`src/rtl/sprite_fetch.sv`:
```
// Sprite fetch: 3-stage pipeline that tests each pixel against an animated sprite box,
// addresses an external synchronous ROM and colour-keys the returned word.
module sprite_fetch #(
  parameter int                WIDTH    = 12,
  parameter int                SPR_W    = 32,
  parameter int                SPR_H    = 32,
  parameter int                FRAMES   = 4,
  parameter int                ANIM_DIV = 8,
  parameter int                COORD_W  = 10,
  parameter logic [WIDTH-1:0]  TRANSP   = 12'h000,
  localparam int               AWIDTH   = $clog2(SPR_W*SPR_H*FRAMES)
) (
  input  logic                clk,
  input  logic                rst_n,
  input  logic [COORD_W-1:0]  pix_x,
  input  logic [COORD_W-1:0]  pix_y,
  input  logic                de_in,
  input  logic                hsync_in,
  input  logic                vsync_in,
  input  logic [COORD_W-1:0]  pos_x,
  input  logic [COORD_W-1:0]  pos_y,
  input  logic                pos_we,
  input  logic                anim_en,
  output logic                rom_en,
  output logic [AWIDTH-1:0]   rom_addr,
  input  logic [WIDTH-1:0]    rom_data,
  output logic [WIDTH-1:0]    rgb_out,
  output logic                hit_out,
  output logic                de_out,
  output logic                hsync_out,
  output logic                vsync_out
);

  localparam int IDXW = (FRAMES > 1) ? $clog2(FRAMES) : 1;
  localparam int DIVW = (ANIM_DIV > 1) ? $clog2(ANIM_DIV) : 1;

  logic                vs_q;
  logic [COORD_W-1:0]  pend_x_q, pend_y_q, act_x_q, act_y_q;
  logic [DIVW-1:0]     div_q;
  logic [IDXW-1:0]     idx_q;
  logic                rom_en_q, en2_q, hit_q;
  logic [AWIDTH-1:0]   rom_addr_q;
  logic [WIDTH-1:0]    rgb_q;
  logic [2:0]          de_sr_q, hs_sr_q, vs_sr_q;

  logic                frame_start_d;
  logic                in_box_d;
  logic [COORD_W:0]    x_end_d, y_end_d;
  logic [COORD_W-1:0]  dx_d, dy_d;
  logic [AWIDTH-1:0]   rom_addr_d;
  logic                opaque_d;

  assign frame_start_d = vsync_in & ~vs_q;

  // Box limits carry one extra bit so a sprite hanging off the raster clips instead of wrapping.
  assign x_end_d  = {1'b0, act_x_q} + (COORD_W+1)'(SPR_W);
  assign y_end_d  = {1'b0, act_y_q} + (COORD_W+1)'(SPR_H);
  assign in_box_d = de_in && (pix_x >= act_x_q) && ({1'b0, pix_x} < x_end_d)
                          && (pix_y >= act_y_q) && ({1'b0, pix_y} < y_end_d);
  assign dx_d     = pix_x - act_x_q;
  assign dy_d     = pix_y - act_y_q;
  assign rom_addr_d = in_box_d
                    ? AWIDTH'(idx_q) * AWIDTH'(SPR_W*SPR_H) + AWIDTH'(dy_d) * AWIDTH'(SPR_W) + AWIDTH'(dx_d)
                    : '0;
  assign opaque_d = en2_q && (rom_data != TRANSP);

  always_ff @(posedge clk or negedge rst_n) begin
    if (!rst_n) begin
      vs_q     <= 1'b0;
      pend_x_q <= '0;
      pend_y_q <= '0;
      act_x_q  <= '0;
      act_y_q  <= '0;
      div_q    <= '0;
      idx_q    <= '0;
    end else begin
      vs_q <= vsync_in;
      if (pos_we) begin
        pend_x_q <= pos_x;
        pend_y_q <= pos_y;
      end
      // A write landing on the frame-start cycle takes effect for that frame.
      if (frame_start_d) begin
        act_x_q <= pos_we ? pos_x : pend_x_q;
        act_y_q <= pos_we ? pos_y : pend_y_q;
        if (anim_en) begin
          if (div_q == DIVW'(ANIM_DIV-1)) begin
            div_q <= '0;
            idx_q <= (idx_q == IDXW'(FRAMES-1)) ? '0 : idx_q + 1'b1;
          end else begin
            div_q <= div_q + 1'b1;
          end
        end
      end
    end
  end

  always_ff @(posedge clk or negedge rst_n) begin
    if (!rst_n) begin
      rom_en_q   <= 1'b0;
      rom_addr_q <= '0;
      en2_q      <= 1'b0;
      hit_q      <= 1'b0;
      rgb_q      <= '0;
      de_sr_q    <= '0;
      hs_sr_q    <= '0;
      vs_sr_q    <= '0;
    end else begin
      rom_en_q   <= in_box_d;
      rom_addr_q <= rom_addr_d;
      en2_q      <= rom_en_q;
      hit_q      <= opaque_d;
      rgb_q      <= opaque_d ? rom_data : '0;
      de_sr_q    <= {de_sr_q[1:0], de_in};
      hs_sr_q    <= {hs_sr_q[1:0], hsync_in};
      vs_sr_q    <= {vs_sr_q[1:0], vsync_in};
    end
  end

  assign rom_en    = rom_en_q;
  assign rom_addr  = rom_addr_q;
  assign hit_out   = hit_q;
  assign rgb_out   = rgb_q;
  assign de_out    = de_sr_q[2];
  assign hsync_out = hs_sr_q[2];
  assign vsync_out = vs_sr_q[2];

endmodule

```
`config.mk`:
```
export PLATFORM = sky130hd
export DESIGN_NAME = sprite_fetch
export DESIGN_NICKNAME = d
export VERILOG_FILES = /design/src/rtl/sprite_fetch.sv
export SDC_FILE = /design/constraint.sdc
export NUM_CORES = 1
export LEC_CHECK = 0
export ABC_AREA = 1
export CAP_MARGIN = 20
export CORE_ASPECT_RATIO = 0.6
export CORE_MARGIN = 3
export CORE_UTILIZATION = 45
export CTS_CLUSTER_DIAMETER = 120
export DETAILED_ROUTE_END_ITERATION = 8
export MAX_ROUTING_LAYER = met4
export PLACE_DENSITY = 0.71
export SYNTH_ARGS = -nofsm -noshare
export SYNTH_HDL_FRONTEND = slang
export SYNTH_SLANG_ARGS = --single-unit
export TNS_END_PERCENT = 30
```
`constraint.sdc`:
```
create_clock -name clk -period 2.6 [get_ports clk]
set_input_delay 0.52 -clock clk [delete_from_list [all_inputs] [get_ports clk]]
set_output_delay 0.52 -clock clk [all_outputs]
set_load 0.02 [all_outputs]
```
==> results_dict.tcl <==
set metrics [dict create \
    grt_max_degree 43 \
    final_layout_size_suffix_gt1_share_pct 24.8 \
    final_max_slew_viol_count 0 \
    syn_inst 481 \
    dieArea_um2 11100 \
    r2r_start "act_x_q[2]" \
    io_pins 88 \
    cts.clk_slew.worst_paths_ns 0.07 \
    worstSetupPathType "in -> reg" \
    fin_nets 724 \
    setup_viol 0 \
    tightestPinTransition_ns 0.570 \
    row_count 27 \
    place_congestion 0.883 \
    drtPass1Iterations 4 \
    maxCapViolations 0 \
    synth-edff-count 0 \
    met3_usage_pct 5.27 \
    viasPerCell 4.79 \
    area_growth_pct 46.7 \
    rsz0062_at_grt "true" \
    dp.cells 736 \
    grt_antenna_before_repair 0 \
    p_leak_nw 3.23 \
    finalCritPeriodShare_pct 97.4 \
    synth.avg_cell_area_um2 9.16 \
    crit_fanout 3 \
    cts_buffers 9 \
    ys_ff_latch 81 \
    fin_crit_ns 2.53 \
    finalCoreUtilization_pct 69.1 \
    drt-initial-drc-count 150 \
    clockBufferDepth 2 \
    cts_sinks 81 \
    htreeDepth 3 \
    diodes 0 \
    ant_nets 0 \
    met1_usage_pct 26.7 \
    worstPathArrival_ns 2.77 \
    clock_skew_ns 0.00649 \
    die_h_um 82.6 \
    dp_hpwl_mm 7.85 \
    fillCellCount 691 \
    drc 0 \
    netlist_area_um2 4410 \
    use_met2_pct 34.6 \
    grt_pass1_vias 3705 \
    max_freq_mhz 395 \
    required_ns 2.83 \
    cp-startpoint "pix_y[1]" \
    io_buffer_count 87 \
    yosysWarnings 0 \
    grt_pass1_wl_mm 17.7 \
    wl_per_cell_um 14.3 \
    core_area_um2 9360 \
    synth_cell_types 30 \
    instances_no_fill 756 \
    worstSkewPairLatency_ns 0.34 \
    grt_busiest_layer "met2" \
    pwr_density_cell_nw_per_um2 778 \
    ir_drop_mv 0.403 \
    slew_headroom_pct 62.0 \
    synth_seq_area_share_pct 46.0 \
    status "finished, final reports clean" \
    hp-class "in -> async" \
    syn_nets 584 \
    finalHoldViolations 0 \
    start_util_pct 47.1 \
    via_count 3619 \
    wirelength_mm 10.8 \
    crit_path_end_kind "flop" \
    die_w_um 134 \
    synth_ff_type "dfrtp_1" \
    cts_tree "built" \
    worst_setup_path_start_kind "input pin" \
    root_buffer "clkbuf_16" \
    grt_usage_pct 21.1 \
    grt_overflow 0 \
    async_flop_share_pct 100 \
]
## final timing paths
path | to | slack (ns) | depth (start not counted)
max | rom_addr[11] | 0.07 | 14
min | pend_y_q[2] | 0.17 | 1
max reg2reg | rom_addr[8] | 0.10 | 13
min reg2reg | de_sr_q[2] | 0.35 | 0
max in group asynchronous | act_x_q[0] | 1.80 | 2
min in group clk | de_sr_q[2] | 0.35 | 0
## what timing repair did
action	in CTS	in global routing
endpoints found under the setup margin	5	5
hold buffers	0	0
buffers inserted	2	3
resized for setup	22	45
pin swaps	13	29
## cells by family after synthesis
logic type	synth area share, %
AO/OA/AOI/OAI	6.11
adder cells (fa/ha/maj)	13.0
flip-flops	46.0
XOR/XNOR	4.18
multiplexers	5.37
AND/OR/NAND/NOR	17.6
buffers and inverters	7.75
## cells in the final DEF (no fill, tap or decap), types with 3 or more instances in the layout
master           synthesis  layout
mux2_2                  21      21
buf_4                    1      49
inv_1                   77      70
inv_6                    0       3
inv_2                    1       8
a21oi_1                 12       5
nor2_2                  11      13
nor2_1                  26      24
clkbuf_16                0       9
dfrtp_1                 81      80
nand4_1                  9       9
nor3_1                   3       3
a31oi_1                  5       3
dlygate4sd2_1            0       4
ha_1                    41      28
nand2_2                  3       5
bufinv_16                0       3
o21ai_0                 22      21
a21oi_2                  0       7
fa_2                     0       3
nand3_2                  1       4
dlymetal6s2s_1           0       5
a21o_1                   6       6
ha_4                     0      11
xor2_1                  13      11
xnor2_1                  8       7
clkdlybuf4s50_1          0      76
nand2_1                106     102
nand3_1                 17      12
## routing by layer
layer / vias up / wire, um
li1: 1807 / -
met1: 1717 / 5170
met2: 85 / 5040
met3: 10 / 513
met4: 0 / 88
met5: - / 0
## cell type report
| cell class | count | area [um^2] | share of cell area, % |
|---|---|---|---|
| Inverter | 78 | 293 | 4.53 |
| Tap cell | 130 | 163 | 2.52 |
| Clock buffer | 9 | 225 | 3.48 |
| Timing Repair Buffer | 138 | 1280 | 19.8 |
| Multi-Input combinational cell | 313 | 2340 | 36.2 |
| Sequential cell | 81 | 2030 | 31.4 |
| Clock inverter | 7 | 133 | 2.05 |
## where the power goes
part	internal, mW	switching [mW]
Clock	0.957	0.560
Combinational	1.02	1.02
Sequential	1.39	0.0770
Total	3.37	1.66
## worst max-delay path, stage by stage
cell             delay [ns]
clkdlybuf4s50_1        0.52
ha_1                   0.27
nand3_1                0.11
nand2_2                0.10
a31oi_4                0.22
xor2_2                 0.21
ha_4                   0.25
nand2_2                0.07
inv_2                  0.03
nand4_1                0.10
nand3_2                0.09
nand3b_1               0.17
nand2_1                0.07
nor2_1                 0.04
## synth_stat cells, types with 9 or more instances
cell type	count	area (um^2)
nor2_1	26	97.6
nor2_2	11	68.8
nand3_1	17	85.1
inv_1	77	289
mux2_2	21	236
dfrtp_1	81	2030
a21oi_1	12	60.1
o21ai_0	22	110
nand2_1	106	398
ha_1	41	513
nand4_1	9	56.3
xor2_1	13	114
## metrics by stage
stage               setup TNS [ns]  area (um^2)  power, mW  setup WS (ns)  hold WS (ns)
finish                           0         6460       5.03         0.0667         0.174
global route                -0.140         6460       5.35        -0.0625         0.220
CTS                       -0.00106         6240       4.78       -0.00106         0.191
detailed placement           -2.51         5770       3.15         -0.541         0.340
global placement             -2.15         5770       3.09         -0.448         0.333
floorplan                        0         4410       2.50         0.0111         0.224
## registers in the layout, summed over array words and instances (netlist names)
register	count
act_x_q	10
idx_q	2
vs_sr_q	3
en2_q	1
pend_x_q	10
rom_en	1
hit_out	1
pend_y_q	10
div_q	3
rom_addr	12
hs_sr_q	3
rgb_out	12
act_y_q	10
de_sr_q	3
Power figures use the tool's default switching activity.
